<file path="src/rtl/msrv32_wb_scheduler_if.sv">
// Write-back scheduler bundle: execute stream, load issue/return, decode sources
// and the register-file write port. Master = pipeline side, slave = scheduler.
interface msrv32_wb_scheduler_if #(
  parameter int WIDTH      = 32,
  parameter int ADDR_WIDTH = 5,
  parameter int LQ_DEPTH   = 2
);
  localparam int CW = $clog2(LQ_DEPTH) + 1;

  logic                  ex_wr_en_in;
  logic [ADDR_WIDTH-1:0] ex_rd_addr_in;
  logic [WIDTH-1:0]      ex_rd_in;
  logic                  ld_issue_in;
  logic [ADDR_WIDTH-1:0] ld_issue_addr_in;
  logic                  ld_valid_in;
  logic [ADDR_WIDTH-1:0] ld_ret_addr_in;
  logic [WIDTH-1:0]      ld_data_in;
  logic                  ld_ready_out;
  logic [ADDR_WIDTH-1:0] rs_1_addr_in;
  logic [ADDR_WIDTH-1:0] rs_2_addr_in;
  logic                  hazard_out;
  logic                  wr_en_out;
  logic [ADDR_WIDTH-1:0] wr_addr_out;
  logic [WIDTH-1:0]      wr_data_out;
  logic [CW-1:0]         lq_count_out;

  modport master (
    output ex_wr_en_in, ex_rd_addr_in, ex_rd_in,
    output ld_issue_in, ld_issue_addr_in,
    output ld_valid_in, ld_ret_addr_in, ld_data_in,
    output rs_1_addr_in, rs_2_addr_in,
    input  ld_ready_out, hazard_out,
    input  wr_en_out, wr_addr_out, wr_data_out, lq_count_out
  );

  modport slave (
    input  ex_wr_en_in, ex_rd_addr_in, ex_rd_in,
    input  ld_issue_in, ld_issue_addr_in,
    input  ld_valid_in, ld_ret_addr_in, ld_data_in,
    input  rs_1_addr_in, rs_2_addr_in,
    output ld_ready_out, hazard_out,
    output wr_en_out, wr_addr_out, wr_data_out, lq_count_out
  );
endinterface

</file>
<file path="src/rtl/msrv32_wb_scheduler.sv">
// Merges execute writes and queued load returns onto one register-file write port,
// with a pending-load scoreboard. MSRV32_LD_BYPASS_EN lets a load skip an empty queue.
module msrv32_wb_scheduler #(
  parameter int WIDTH      = 32,
  parameter int ADDR_WIDTH = 5,
  parameter int DEPTH      = 32,
  parameter int LQ_DEPTH   = 2
) (
  input  logic                  msrv32_mp_clk_in,
  input  logic                  msrv32_mp_rst_in,
  msrv32_wb_scheduler_if.slave  io_wb
);
  localparam int PW = $clog2(LQ_DEPTH);
  localparam int CW = PW + 1;
  localparam logic [CW-1:0] LQ_FULL = CW'(LQ_DEPTH);

  logic [ADDR_WIDTH-1:0] r_lq_addr [LQ_DEPTH];
  logic [WIDTH-1:0]      r_lq_data [LQ_DEPTH];
  logic [PW-1:0]         r_head;
  logic [PW-1:0]         r_tail;
  logic [CW-1:0]         r_count;
  logic [DEPTH-1:0]      r_sb;
  logic                  r_wr_en;
  logic [ADDR_WIDTH-1:0] r_wr_addr;
  logic [WIDTH-1:0]      r_wr_data;

  logic                  w_ready;
  logic                  w_accept;
  logic                  w_ex_req;
  logic                  w_q_nonempty;
  logic                  w_grant_q;
  logic                  w_grant_byp;
  logic                  w_push;
  logic                  w_pop;
  logic [ADDR_WIDTH-1:0] w_head_addr;
  logic [WIDTH-1:0]      w_head_data;
  logic                  w_ld_wr;
  logic [ADDR_WIDTH-1:0] w_ld_wr_addr;
  logic [DEPTH-1:0]      w_sb_next;

  // Ready comes from registered occupancy only, so a pop never raises it early.
  assign w_ready      = (r_count < LQ_FULL);
  assign w_accept     = io_wb.ld_valid_in && w_ready;
  assign w_ex_req     = io_wb.ex_wr_en_in && (io_wb.ex_rd_addr_in != '0);
  assign w_q_nonempty = (r_count != '0);
  assign w_grant_q    = !w_ex_req && w_q_nonempty;
`ifdef MSRV32_LD_BYPASS_EN
  assign w_grant_byp  = !w_ex_req && !w_q_nonempty && w_accept;
`else
  assign w_grant_byp  = 1'b0;
`endif
  assign w_push       = w_accept && !w_grant_byp;
  assign w_pop        = w_grant_q;
  assign w_head_addr  = r_lq_addr[r_head];
  assign w_head_data  = r_lq_data[r_head];

  always_comb begin
    w_ld_wr      = 1'b0;
    w_ld_wr_addr = '0;
    if (w_grant_q) begin
      w_ld_wr      = (w_head_addr != '0);
      w_ld_wr_addr = w_head_addr;
    end else if (w_grant_byp) begin
      w_ld_wr      = (io_wb.ld_ret_addr_in != '0);
      w_ld_wr_addr = io_wb.ld_ret_addr_in;
    end
  end

  // Clear first, then set, so a same-cycle reissue keeps the bit pending.
  always_comb begin
    w_sb_next = r_sb;
    if (w_ld_wr)
      w_sb_next[w_ld_wr_addr] = 1'b0;
    if (io_wb.ld_issue_in && (io_wb.ld_issue_addr_in != '0))
      w_sb_next[io_wb.ld_issue_addr_in] = 1'b1;
    w_sb_next[0] = 1'b0;
  end

  always_ff @(posedge msrv32_mp_clk_in) begin
    if (w_push) begin
      r_lq_addr[r_tail] <= io_wb.ld_ret_addr_in;
      r_lq_data[r_tail] <= io_wb.ld_data_in;
    end
  end

  always_ff @(posedge msrv32_mp_clk_in or posedge msrv32_mp_rst_in) begin
    if (msrv32_mp_rst_in) begin
      r_head    <= '0;
      r_tail    <= '0;
      r_count   <= '0;
      r_sb      <= '0;
      r_wr_en   <= 1'b0;
      r_wr_addr <= '0;
      r_wr_data <= '0;
    end else begin
      if (w_push)
        r_tail <= r_tail + PW'(1);
      if (w_pop)
        r_head <= r_head + PW'(1);
      case ({w_push, w_pop})
        2'b10:   r_count <= r_count + CW'(1);
        2'b01:   r_count <= r_count - CW'(1);
        default: r_count <= r_count;
      endcase
      r_sb <= w_sb_next;

      if (w_ex_req) begin
        r_wr_en   <= 1'b1;
        r_wr_addr <= io_wb.ex_rd_addr_in;
        r_wr_data <= io_wb.ex_rd_in;
      end else if (w_grant_q) begin
        r_wr_en   <= (w_head_addr != '0);
        r_wr_addr <= w_head_addr;
        r_wr_data <= w_head_data;
      end else if (w_grant_byp) begin
        r_wr_en   <= (io_wb.ld_ret_addr_in != '0);
        r_wr_addr <= io_wb.ld_ret_addr_in;
        r_wr_data <= io_wb.ld_data_in;
      end else begin
        r_wr_en   <= 1'b0;
      end
    end
  end

  assign io_wb.ld_ready_out = w_ready;
  assign io_wb.lq_count_out = r_count;
  assign io_wb.wr_en_out    = r_wr_en;
  assign io_wb.wr_addr_out  = r_wr_addr;
  assign io_wb.wr_data_out  = r_wr_data;
  assign io_wb.hazard_out   = r_sb[io_wb.rs_1_addr_in] || r_sb[io_wb.rs_2_addr_in] ||
                              (io_wb.ld_issue_in && r_sb[io_wb.ld_issue_addr_in]);
endmodule

</file>
<file path="src/flat_wrapper.sv">
// flat-port wrapper written by rule: the top's interface ports become plain ports
module msrv32_wb_scheduler_flat 
#(
  parameter int WIDTH      = 32,
  parameter int ADDR_WIDTH = 5,
  parameter int DEPTH      = 32,
  parameter int LQ_DEPTH   = 2
)
  (msrv32_mp_clk_in, msrv32_mp_rst_in, io_wb_ex_wr_en_in, io_wb_ex_rd_addr_in, io_wb_ex_rd_in, io_wb_ld_issue_in, io_wb_ld_issue_addr_in, io_wb_ld_valid_in, io_wb_ld_ret_addr_in, io_wb_ld_data_in, io_wb_rs_1_addr_in, io_wb_rs_2_addr_in, io_wb_ld_ready_out, io_wb_hazard_out, io_wb_wr_en_out, io_wb_wr_addr_out, io_wb_wr_data_out, io_wb_lq_count_out);
  msrv32_wb_scheduler_if #(.WIDTH(WIDTH), .ADDR_WIDTH(ADDR_WIDTH), .LQ_DEPTH(LQ_DEPTH)) io_wb_i ();
  input  logic msrv32_mp_clk_in;
  input  logic msrv32_mp_rst_in;
  input wire logic [$bits(io_wb_i.ex_wr_en_in)-1:0] io_wb_ex_wr_en_in;
  input wire logic [$bits(io_wb_i.ex_rd_addr_in)-1:0] io_wb_ex_rd_addr_in;
  input wire logic [$bits(io_wb_i.ex_rd_in)-1:0] io_wb_ex_rd_in;
  input wire logic [$bits(io_wb_i.ld_issue_in)-1:0] io_wb_ld_issue_in;
  input wire logic [$bits(io_wb_i.ld_issue_addr_in)-1:0] io_wb_ld_issue_addr_in;
  input wire logic [$bits(io_wb_i.ld_valid_in)-1:0] io_wb_ld_valid_in;
  input wire logic [$bits(io_wb_i.ld_ret_addr_in)-1:0] io_wb_ld_ret_addr_in;
  input wire logic [$bits(io_wb_i.ld_data_in)-1:0] io_wb_ld_data_in;
  input wire logic [$bits(io_wb_i.rs_1_addr_in)-1:0] io_wb_rs_1_addr_in;
  input wire logic [$bits(io_wb_i.rs_2_addr_in)-1:0] io_wb_rs_2_addr_in;
  output wire logic [$bits(io_wb_i.ld_ready_out)-1:0] io_wb_ld_ready_out;
  output wire logic [$bits(io_wb_i.hazard_out)-1:0] io_wb_hazard_out;
  output wire logic [$bits(io_wb_i.wr_en_out)-1:0] io_wb_wr_en_out;
  output wire logic [$bits(io_wb_i.wr_addr_out)-1:0] io_wb_wr_addr_out;
  output wire logic [$bits(io_wb_i.wr_data_out)-1:0] io_wb_wr_data_out;
  output wire logic [$bits(io_wb_i.lq_count_out)-1:0] io_wb_lq_count_out;
  assign io_wb_i.ex_wr_en_in = io_wb_ex_wr_en_in;
  assign io_wb_i.ex_rd_addr_in = io_wb_ex_rd_addr_in;
  assign io_wb_i.ex_rd_in = io_wb_ex_rd_in;
  assign io_wb_i.ld_issue_in = io_wb_ld_issue_in;
  assign io_wb_i.ld_issue_addr_in = io_wb_ld_issue_addr_in;
  assign io_wb_i.ld_valid_in = io_wb_ld_valid_in;
  assign io_wb_i.ld_ret_addr_in = io_wb_ld_ret_addr_in;
  assign io_wb_i.ld_data_in = io_wb_ld_data_in;
  assign io_wb_i.rs_1_addr_in = io_wb_rs_1_addr_in;
  assign io_wb_i.rs_2_addr_in = io_wb_rs_2_addr_in;
  assign io_wb_ld_ready_out = io_wb_i.ld_ready_out;
  assign io_wb_hazard_out = io_wb_i.hazard_out;
  assign io_wb_wr_en_out = io_wb_i.wr_en_out;
  assign io_wb_wr_addr_out = io_wb_i.wr_addr_out;
  assign io_wb_wr_data_out = io_wb_i.wr_data_out;
  assign io_wb_lq_count_out = io_wb_i.lq_count_out;
  msrv32_wb_scheduler #(.WIDTH(WIDTH), .ADDR_WIDTH(ADDR_WIDTH), .DEPTH(DEPTH), .LQ_DEPTH(LQ_DEPTH)) u_core (.msrv32_mp_clk_in(msrv32_mp_clk_in), .msrv32_mp_rst_in(msrv32_mp_rst_in), .io_wb(io_wb_i));
endmodule
</file>
<file path="config.mk">
export PLATFORM = sky130hd
export DESIGN_NAME = msrv32_wb_scheduler_flat
export DESIGN_NICKNAME = d
export VERILOG_FILES = /design/src/rtl/msrv32_wb_scheduler_if.sv /design/src/rtl/msrv32_wb_scheduler.sv /design/src/flat_wrapper.sv
export SDC_FILE = /design/constraint.sdc
export NUM_CORES = 1
export LEC_CHECK = 0
export BUFFER_PORTS_ARGS = -buffer_cell sky130_fd_sc_hd__buf_2
export CELL_PAD_IN_SITES_DETAIL_PLACEMENT = 0
export CELL_PAD_IN_SITES_GLOBAL_PLACEMENT = 1
export CORE_ASPECT_RATIO = 1.75
export CORE_UTILIZATION = 47
export CTS_CLUSTER_DIAMETER = 60
export DETAILED_ROUTE_END_ITERATION = 8
export PLACE_DENSITY_LB_ADDON = 0.05
export SETUP_SLACK_MARGIN = 0.5
export SLEW_MARGIN = 20
export SYNTH_ARGS = -nofsm -noshare
export SYNTH_HDL_FRONTEND = slang
export SYNTH_SLANG_ARGS = --single-unit
</file>
<file path="constraint.sdc">
create_clock -name msrv32_mp_clk_in -period 7.6 [get_ports msrv32_mp_clk_in]
set_clock_uncertainty 0.1 [all_clocks]
set_input_delay 1.14 -clock msrv32_mp_clk_in [delete_from_list [all_inputs] [get_ports msrv32_mp_clk_in]]
set_output_delay 1.14 -clock msrv32_mp_clk_in [all_outputs]
set_load 0.02 [all_outputs]
</file>
Word-level counts from Yosys, hierarchy flattened:

Memories as Yosys holds them, arrays and structs flattened.
Cells that the tools add are included.

* memories: 2
* bits in writable memories: 74
* output and inout port bits: 42
* logic and storage cells: 63
* flip-flop bits (word level): 73

* multiplexer cells: 22
* $lt $le $gt $ge: 7
* reductions and logical operators: 16
* $add $sub $neg: 4
* eq/ne operators: 2
* bitwise operators: 3

Memory list
* u_core.r_lq_data: words 2, width 32, rd ports 1, clocked after memory_dff 0, wr ports 1, line msrv32_wb_scheduler.sv:18 `logic [WIDTH-1:0] r_lq_data [LQ_DEPTH];`
* u_core.r_lq_addr: words 2, width 5, rd ports 1, clocked after memory_dff 0, wr ports 1, line msrv32_wb_scheduler.sv:17 `logic [ADDR_WIDTH-1:0] r_lq_addr [LQ_DEPTH];`

Operator list (count)
* $mux 32: 4
* $and 32x32->32: 1
* $not 32->32: 1
* $or 32x32->32: 1
* $lt 5x6->1 const B: 4
* $bmux 1 s5: 3
* $mux 5: 3
* $reduce_bool 5->1: 3
* $demux 1 s5: 2
* $ge 5x1->1 const B: 2
* $mux 1: 9
* $logic_and 1x1->1: 7
* $reduce_bool 2->1: 3
* $pmux 2 s2: 1
* $add 1x1->1 const B: 2
* $add 2x1->2 const B: 1
* $eq 2x1->1 const B: 1
* $eq 2x2->1 const B: 1
* $logic_or 1x1->1: 2
* $lt 2x2->1 const B: 1
* $sub 2x1->2 const B: 1
* $logic_not 1->1: 1

Logic depth before layout (Yosys ltp):

Gate-level depths: netlist of the first run.

* word-level depth: 14
* depth in mapped cells: 9

Least setup slack after synthesis of the first run:

OpenSTA, ideal clock, no wires.

* path type: input to output
* start: input port io_wb_rs_2_addr_in[1]
* end: output port io_wb_hazard_out
* path slack: 3398 ps
* arrival: 2962 ps
* stages: 5
* cells stage by stage: clkbuf_1 > mux4_2 > a32o_1 > a2111oi_0 > o2111ai_1

* longest elaborated chain between the ends: 4

Ends and longest elaborated chain
* start: declaration: line flat_wrapper.sv:22 `input wire logic [$bits(io_wb_i.rs_2_addr_in)-1:0] io_wb_rs_2_addr_in;`
* $bmux 1 s5: line msrv32_wb_scheduler.sv:130 `assign io_wb.hazard_out = r_sb[io_wb.rs_1_addr_in] || r_sb[io_wb.rs_2_addr_in] ||`
* $mux 1 (not written as such): line msrv32_wb_scheduler.sv:130
* $logic_or 1x1->1 (2 in series): line msrv32_wb_scheduler.sv:130
* end: declaration: line flat_wrapper.sv:24 `output wire logic [$bits(io_wb_i.hazard_out)-1:0] io_wb_hazard_out;`

No other way between the ends. The select of a mux whose other input is x is not followed.

Final worst setup path of the first run:

* start: input port io_wb_ld_issue_addr_in[0]
* end: output port io_wb_hazard_out

* longest elaborated chain between the ends: 4

Ends and longest elaborated chain
* start: declaration: line flat_wrapper.sv:17 `input wire logic [$bits(io_wb_i.ld_issue_addr_in)-1:0] io_wb_ld_issue_addr_in;`
* $bmux 1 s5: line msrv32_wb_scheduler.sv:131 `(io_wb.ld_issue_in && r_sb[io_wb.ld_issue_addr_in]);`
* $mux 1 (not written as such): line msrv32_wb_scheduler.sv:131
* $logic_and 1x1->1: line msrv32_wb_scheduler.sv:131
* $logic_or 1x1->1: line msrv32_wb_scheduler.sv:130

No other way between the ends. The select of a mux whose other input is x is not followed.

==> results of run 1 <==
layout make-up:
type	count	area share (%)
Clock buffer	19	5.55
Clock inverter	13	1.43
Inverter	4	0.202
Multi-Input combinational cell	363	30.4
Sequential cell	147	50.3
Tap cell	177	2.75
Timing Repair Buffer	141	9.35
placed cells by master (no fill, tap or decap), types with 16 or more instances in the layout:
cell       netlist  final
edfxtp_1        74     74
o21ai_1         17     17
clkbuf_16        0     17
mux4_2          16     16
mux2i_1         50     50
nand2_1         44     44
dfrtp_1         73     72
buf_2            2    135
o21ai_0         87     87
nor2_1          42     40
a21oi_1         36     36
worst min-delay path by stage:
stage / from / endpoint / slack, ns
final: u_core.r_tail / u_core.r_tail / 0.46
after detailed placement: u_core.r_tail / u_core.r_tail / 0.44
after CTS: u_core.r_tail / u_core.r_tail / 0.45
after global placement: u_core.r_tail / u_core.r_tail / 0.43
after floorplan: u_core.r_tail / u_core.r_tail / 0.36
after global routing: u_core.r_tail / u_core.r_tail / 0.49
flip-flops by register name, indices dropped and copies added (netlist names):
signal and cells:
u_core.io_wb.wr_addr_out 5, u_core.io_wb.wr_en_out 1, u_core.r_tail 1, u_core.io_wb.lq_count_out 2, u_core.io_wb.wr_data_out 32, u_core.r_lq_data 64, u_core.r_head 1, u_core.r_lq_addr 10
u_core.r_sb 31
metal layers:
layer | vias up | GRT usage, % | part of all wire (%)
met5 | - | 0 | 0
met4 | 0 | 15.0 | 5.0
met3 | 46 | 5.59 | 5.6
met2 | 176 | 47.8 | 55
met1 | 2364 | 26.5 | 34
li1 | 2300 | - | -
logic make-up after synthesis:
group / after synthesis / share of synthesized area, %
compound gates: 158 / 12.8
flops: 147 / 60.9
simple gates: 128 / 9.16
mux: 71 / 13.8
buf+inv: 40 / 2.52
xor+xnor: 5 / 0.658
fa+ha+maj: 1 / 0.188
power by group:
group | internal, µW | switching, µW
clock network | 441 | 342
logic | 384 | 556
registers | 1080 | 220
total | 1900 | 1120
per-stage QoR:
step | total power, µW | setup slack (ns) | area, µm²
global placement | 2230 | 3.33 | 7450
detailed placement | 2250 | 3.22 | 7450
finish | 3020 | 3.27 | 8060
global route | 3190 | 3.14 | 8060
CTS | 3040 | 3.23 | 8010
floorplan | 1890 | 3.40 | 6650
==> flow_metrics.tcl, run 1 <==
set metrics [dict create \
    status "finished clean" \
    nNetsFinal 769 \
    cts_tree "done" \
    fillers 1205 \
    rrSetupSlack_ns 5.40 \
    num_vias 4886 \
    synthTopCellsByArea "edfxtp_1 (33%), dfrtp_1 (27%), mux2i_1 (7.5%)" \
    synth_commonest_cells "o21ai_0 (87), edfxtp_1 (74), dfrtp_1 (73)" \
    num_rows 57 \
    worstSetupStartpoint "io_wb_ld_issue_addr_in[0]" \
    multiInputGateArea_um2 2450 \
    slowest_stage "mux4_2" \
    htreeDepth 4 \
    async_reset_ff_share_pct 49.7 \
    post_cts_resized 0 \
    worst_hold_slack_ns 0.457 \
    io_buffers 135 \
    cp_max_fo 18 \
    worst_pin_slew_ns 0.912 \
    ir_drop_mv 0.203 \
    hold_depth 1 \
    r2r_start "u_core.io_wb.lq_count_out[0]" \
    cp_top_family "compound AO/OA/AOI/OAI gates" \
    grt_max_degree 74 \
    ctsHoldBuffers 0 \
    ys_seq_area_share_pct 60.9 \
    synth_seq_cells 147 \
    clock_sinks 147 \
    cts_buffer_depth 2 \
    dr.pass1.iters 5 \
    antenna_found_initial 0 \
    grt_pass1_vias 5070 \
    relSlewSlack_pct 39.2 \
    die_x_um 91.9 \
    fin_crit_ns 4.33 \
    path_cells "buf_2 -> mux4_2 -> nand4b_1 -> o311ai_0 -> o31ai_1 -> o2111ai_1 -> buf_2" \
    grt-ovfl-total 0 \
    setup_tns_ns 0 \
    clkLatencyLatePin_ns 0.41 \
    grt_pass1_wl_mm 28.2 \
    routedWlPerCell_um 21.0 \
    cellLeakagePower_uw 0.00332 \
    place_hpwl_mm 13.3 \
    startpoint_type "input pin" \
    cap_violations 0 \
    period_share_pct 57.0 \
    io_pins 136 \
    final_max_slew_viol_count 0 \
    dieHeight_um 159 \
    worstSetupPathDepth 7 \
    finalHoldViolCount 0 \
    mappedNetlistNets 645 \
    synth_edf_count 74 \
    drt-total-wl_mm 18.1 \
    stdcell_count 864 \
    ys_types 46 \
    clk_pin_slew_ns 0.06 \
    dpl.cell_count 830 \
    route.antenna.remaining_nets 0 \
    grt.total_usage_pct 26.0 \
    core-area_um2 13800 \
    numCtsBuffers 17 \
    syn_area_um2 6650 \
    crit_end "io_wb_hazard_out" \
    slowest_delay_ns 0.56 \
    cp_data_required_time_ns 6.36 \
    arrival_ns 3.09 \
    initial_utilization_pct 48.1 \
    powerDensity_nw_per_um2 375 \
    crit_buf_inv 2 \
    syn2layout_area_growth_pct 21.1 \
    yosysWarnings 0 \
    rsz0062_at_grt "no" \
    min_path_type "reg -> reg" \
    worstRegToRegCells 6 \
    timing.rr.end "u_core.io_wb.lq_count_out[1]" \
    drc 0 \
    syn_inst 550 \
    post-cts-setup-buffer-count 0 \
    cp_common_cell "buf_2" \
    fin_util_pct 58.2 \
    drive_gt1_share_pct 30.0 \
    insertedDiodeCount 0 \
    cts_root_buf "clkbuf_16" \
    critPathKind "in -> out" \
    via_per_inst 5.66 \
    layout.area.seq_um2 4050 \
    max_freq_mhz 231 \
    synth_top_area_cell "edfxtp_1" \
    post-synth-top-count-cell "o21ai_0" \
    setup_violations 0 \
    die_area_um2 14700 \
    dr.first_iter.drc_count 219 \
    synth_area_per_cell_um2 12.1 \
    synth_top_area_share_pct 33.4 \
    cp-end-kind "primary output" \
    place_congestion 1.00 \
    yosys_most_used_dff "edfxtp_1" \
]
Note: power is estimated with default switching activity, not from simulation.
==> inputs of run 2 (changes only) <==
--- a/config.mk
+++ b/config.mk
@@ -5,11 +5,12 @@
 export SDC_FILE = /design/constraint.sdc
 export NUM_CORES = 1
 export LEC_CHECK = 0
+export ABC_AREA = 1
 export BUFFER_PORTS_ARGS = -buffer_cell sky130_fd_sc_hd__buf_2
 export CELL_PAD_IN_SITES_DETAIL_PLACEMENT = 0
 export CELL_PAD_IN_SITES_GLOBAL_PLACEMENT = 1
 export CORE_ASPECT_RATIO = 1.75
-export CORE_UTILIZATION = 47
+export CORE_UTILIZATION = 42
 export CTS_CLUSTER_DIAMETER = 60
 export DETAILED_ROUTE_END_ITERATION = 8
 export PLACE_DENSITY_LB_ADDON = 0.05
==> constraint.sdc (replaced) <==
create_clock -name msrv32_mp_clk_in -period 4.43 [get_ports msrv32_mp_clk_in]
set_clock_uncertainty 0.1 [all_clocks]
set_input_delay 0.6645 -clock msrv32_mp_clk_in [delete_from_list [all_inputs] [get_ports msrv32_mp_clk_in]]
set_output_delay 0.6645 -clock msrv32_mp_clk_in [all_outputs]
set_load 0.02 [all_outputs]
==> run 2 against run 1 <==
Die area up 18%. Synthesized cell count up 38%. Clock power up 68%. Sequential power up 70%. Power up 72%. Hold slack worse by 0.16 ns. Setup slack worse by 1.9 ns. Largest cell class unchanged. Highest routed layer is now met5.
==> flow_metrics.tcl, run 2 <==
set metrics [dict create \
    status "finished clean" \
    synth_commonest_cells "nand2_1 (328), edfxtp_1 (74), dfrtp_1 (73)" \
    fin_crit_ns 3.10 \
    relSlewSlack_pct 39.1 \
    wl_met3_um 927 \
    slowest_delay_ns 0.36 \
    yosys_most_used_dff "edfxtp_1" \
    cp_top_family "simple AND/OR/NAND/NOR gates" \
    nNetsFinal 990 \
    drc 0 \
    place_hpwl_mm 16.4 \
    cts_tree "done" \
    cts_root_buf "clkbuf_16" \
    synthTopCellsByArea "edfxtp_1 (32%), dfrtp_1 (26%), nand2_1 (18%)" \
    ctsHoldBuffers 0 \
    final_cell_mix "nand2_1 (328), buf_2 (135), edfxtp_1 (74)" \
    powerDensity_nw_per_um2 613 \
    clk_pin_slew_ns 0.06 \
    multiInputGateArea_um2 2610 \
    regMostFlops "u_core.r_lq_data" \
    setup_violations 0 \
    grt-ovfl-total 0 \
    io_buffers 135 \
    route.antenna.remaining_nets 0 \
    mappedNetlistNets 855 \
    cts_buffer_depth 2 \
    yosysWarnings 0 \
    mostFrequentLayoutCell "nand2_1" \
    drt-total-wl_mm 21.6 \
    synth_edf_count 74 \
    grt.total_usage_pct 26.5 \
    cap_violations 0 \
    p_comb_share_pct 32.0 \
    synth_seq_cells 147 \
    cp_max_fo 17 \
    place_area_um2 7880 \
    internal_power_uw 3130 \
    routedWlPerCell_um 19.1 \
    syn_inst 760 \
    dr.pass1.iters 6 \
    largest_reg_flops 64 \
    drt-met1-wl_mm 6.99 \
    finalHoldViolCount 0 \
    via_per_inst 5.14 \
    num_rows 62 \
    path_cells "buf_2 -> inv_1 -> nand2_1 -> nand3_1 -> nand3_1 -> nand2_1 -> nand2_1 -> nand3_1 -> nand2_1 -> nand3_1 -> buf_2" \
    async_reset_ff_share_pct 49.7 \
    post_cts_resized 0 \
    place_congestion 0.988 \
    fin_area_um2 8470 \
    max_freq_mhz 322 \
    grt_pass1_wl_mm 33.3 \
    grt_max_degree 52 \
    cellLeakagePower_uw 0.00389 \
    power.share.switching_pct 39.6 \
    met2_length_mm 12.1 \
    ys_types 31 \
    p_sw_uw 2060 \
    seqPwrFrac_pct 42.7 \
    syn_area_um2 7010 \
    die_area_um2 17200 \
    core-area_um2 16400 \
    initial_utilization_pct 42.8 \
    final_max_slew_viol_count 0 \
    synth_area_per_cell_um2 9.22 \
    synth_top_area_share_pct 31.7 \
    period_share_pct 70.1 \
    layout.area.seq_um2 4050 \
    slowest_stage "inv_1" \
    synth_top_area_cell "edfxtp_1" \
    die_x_um 99.6 \
    num_vias 5818 \
    dr.max_layer_used "met5" \
    htreeDepth 4 \
    startpoint_type "input pin" \
    syn2layout_area_growth_pct 20.9 \
    arrival_ns 2.34 \
    cp_data_required_time_ns 3.67 \
    post-cts-setup-buffer-count 0 \
    numCtsBuffers 17 \
    setup_tns_ns 0 \
    dieHeight_um 173 \
    clock_sinks 147 \
    post-synth-top-count-cell "nand2_1" \
    rsz0062_at_grt "no" \
    ir_drop_mv 0.426 \
    worst_pin_slew_ns 0.914 \
    cp-end-kind "primary output" \
    fillers 1585 \
    dr.first_iter.drc_count 217 \
    critPathKind "in -> out" \
    ys_seq_area_share_pct 57.8 \
    dpl.cell_count 1098 \
    drive_gt1_share_pct 22.8 \
    insertedDiodeCount 0 \
    crit_buf_inv 3 \
    min_path_type "in -> async" \
    clock_power_share_pct 25.4 \
    antenna_found_initial 1 \
    io_pins 136 \
    grt_pass1_vias 6059 \
    clkLatencyLatePin_ns 0.41 \
    stdcell_count 1132 \
]
[run 2: cell types whose count changed after synthesis, sizes merged, moves of 10 or more]
cell    before  now
inv          4   60
nor3         1   11
a21oi       36    3
mux4        16    0
o21ai      104   25
mux2i       50   31
clkbuf      28    3
buf          8   22
nand2       44  333
nor2        42   18
o211ai       2   33
nand3        5   67
[run 2: logic make-up (layout without fill, tap and decap cells)]
kind of cell,count (synthesis),count (layout),share of synthesized area [%]
buf+inv,86,234,5.18
fa+ha+maj,1,1,0.179
xor+xnor,4,4,0.500
flops,147,147,57.8
simple gates,429,429,26.1
mux,31,31,4.43
compound gates,62,62,5.77
[run 2: power by group through the flow]
stage	Clock, µW	Sequential [µW]	Combinational [µW]
2_1_floorplan	0	2230	999
3_3_place_gp	0	2220	1640
3_5_place_dp	0	2230	1660
4_1_cts	1350	2210	1660
5_1_grt	1400	2240	1830
6_report	1320	2210	1660
[run 2: cell type report]
cell class | instances | share of cell area, %
Clock inverter | 14 | 1.37
Multi-Input combinational cell | 527 | 30.8
Sequential cell | 147 | 47.8
Tap cell | 224 | 3.31
Timing Repair Buffer | 141 | 8.81
Clock buffer | 18 | 5.07
Inverter | 61 | 2.79
[run 2: routing by layer]
layer | GRT usage (%) | vias up
li1 | - | 2777
met1 | 24.5 | 2760
met2 | 50.7 | 215
met3 | 4.53 | 64
met4 | 18.8 | 2
met5 | 0 | -
[run 2: stage by stage]
step / total power, µW / utilization, % / setup WS, ns / hold WS, ns
finish: 5190 / 51.7 / 1.33 / 0.301
global route: 5480 / 51.7 / 1.29 / 0.316
CTS: 5220 / 51.5 / 1.35 / 0.311
detailed placement: 3890 / 48.2 / 1.36 / 0.368
global placement: 3860 / 48.1 / 1.33 / 0.360
floorplan: 3230 / - / 1.49 / 0.342
[run 2: path summary, 6_finish.rpt]
| kind | startpoint | to | slack (ns) | cells past startpoint |
|---|---|---|---|---|
| worst max-delay path | io_wb_rs_2_addr_in[0] | io_wb_hazard_out | 1.33 | 11 |
| worst min register to register | u_core.r_sb[4] | u_core.r_sb[4] | 0.38 | 2 |
| worst max register to register | u_core.r_head | u_core.r_sb[13] | 2.16 | 8 |
| max in group asynchronous | msrv32_mp_rst_in | u_core.io_wb.wr_data_out[1] | 3.02 | 3 |
| worst min-delay path | msrv32_mp_rst_in | u_core.r_sb[13] | 0.30 | 2 |
| min in group msrv32_mp_clk_in | io_wb_ld_data_in[24] | u_core.r_lq_data[1][24] | 0.33 | 1 |
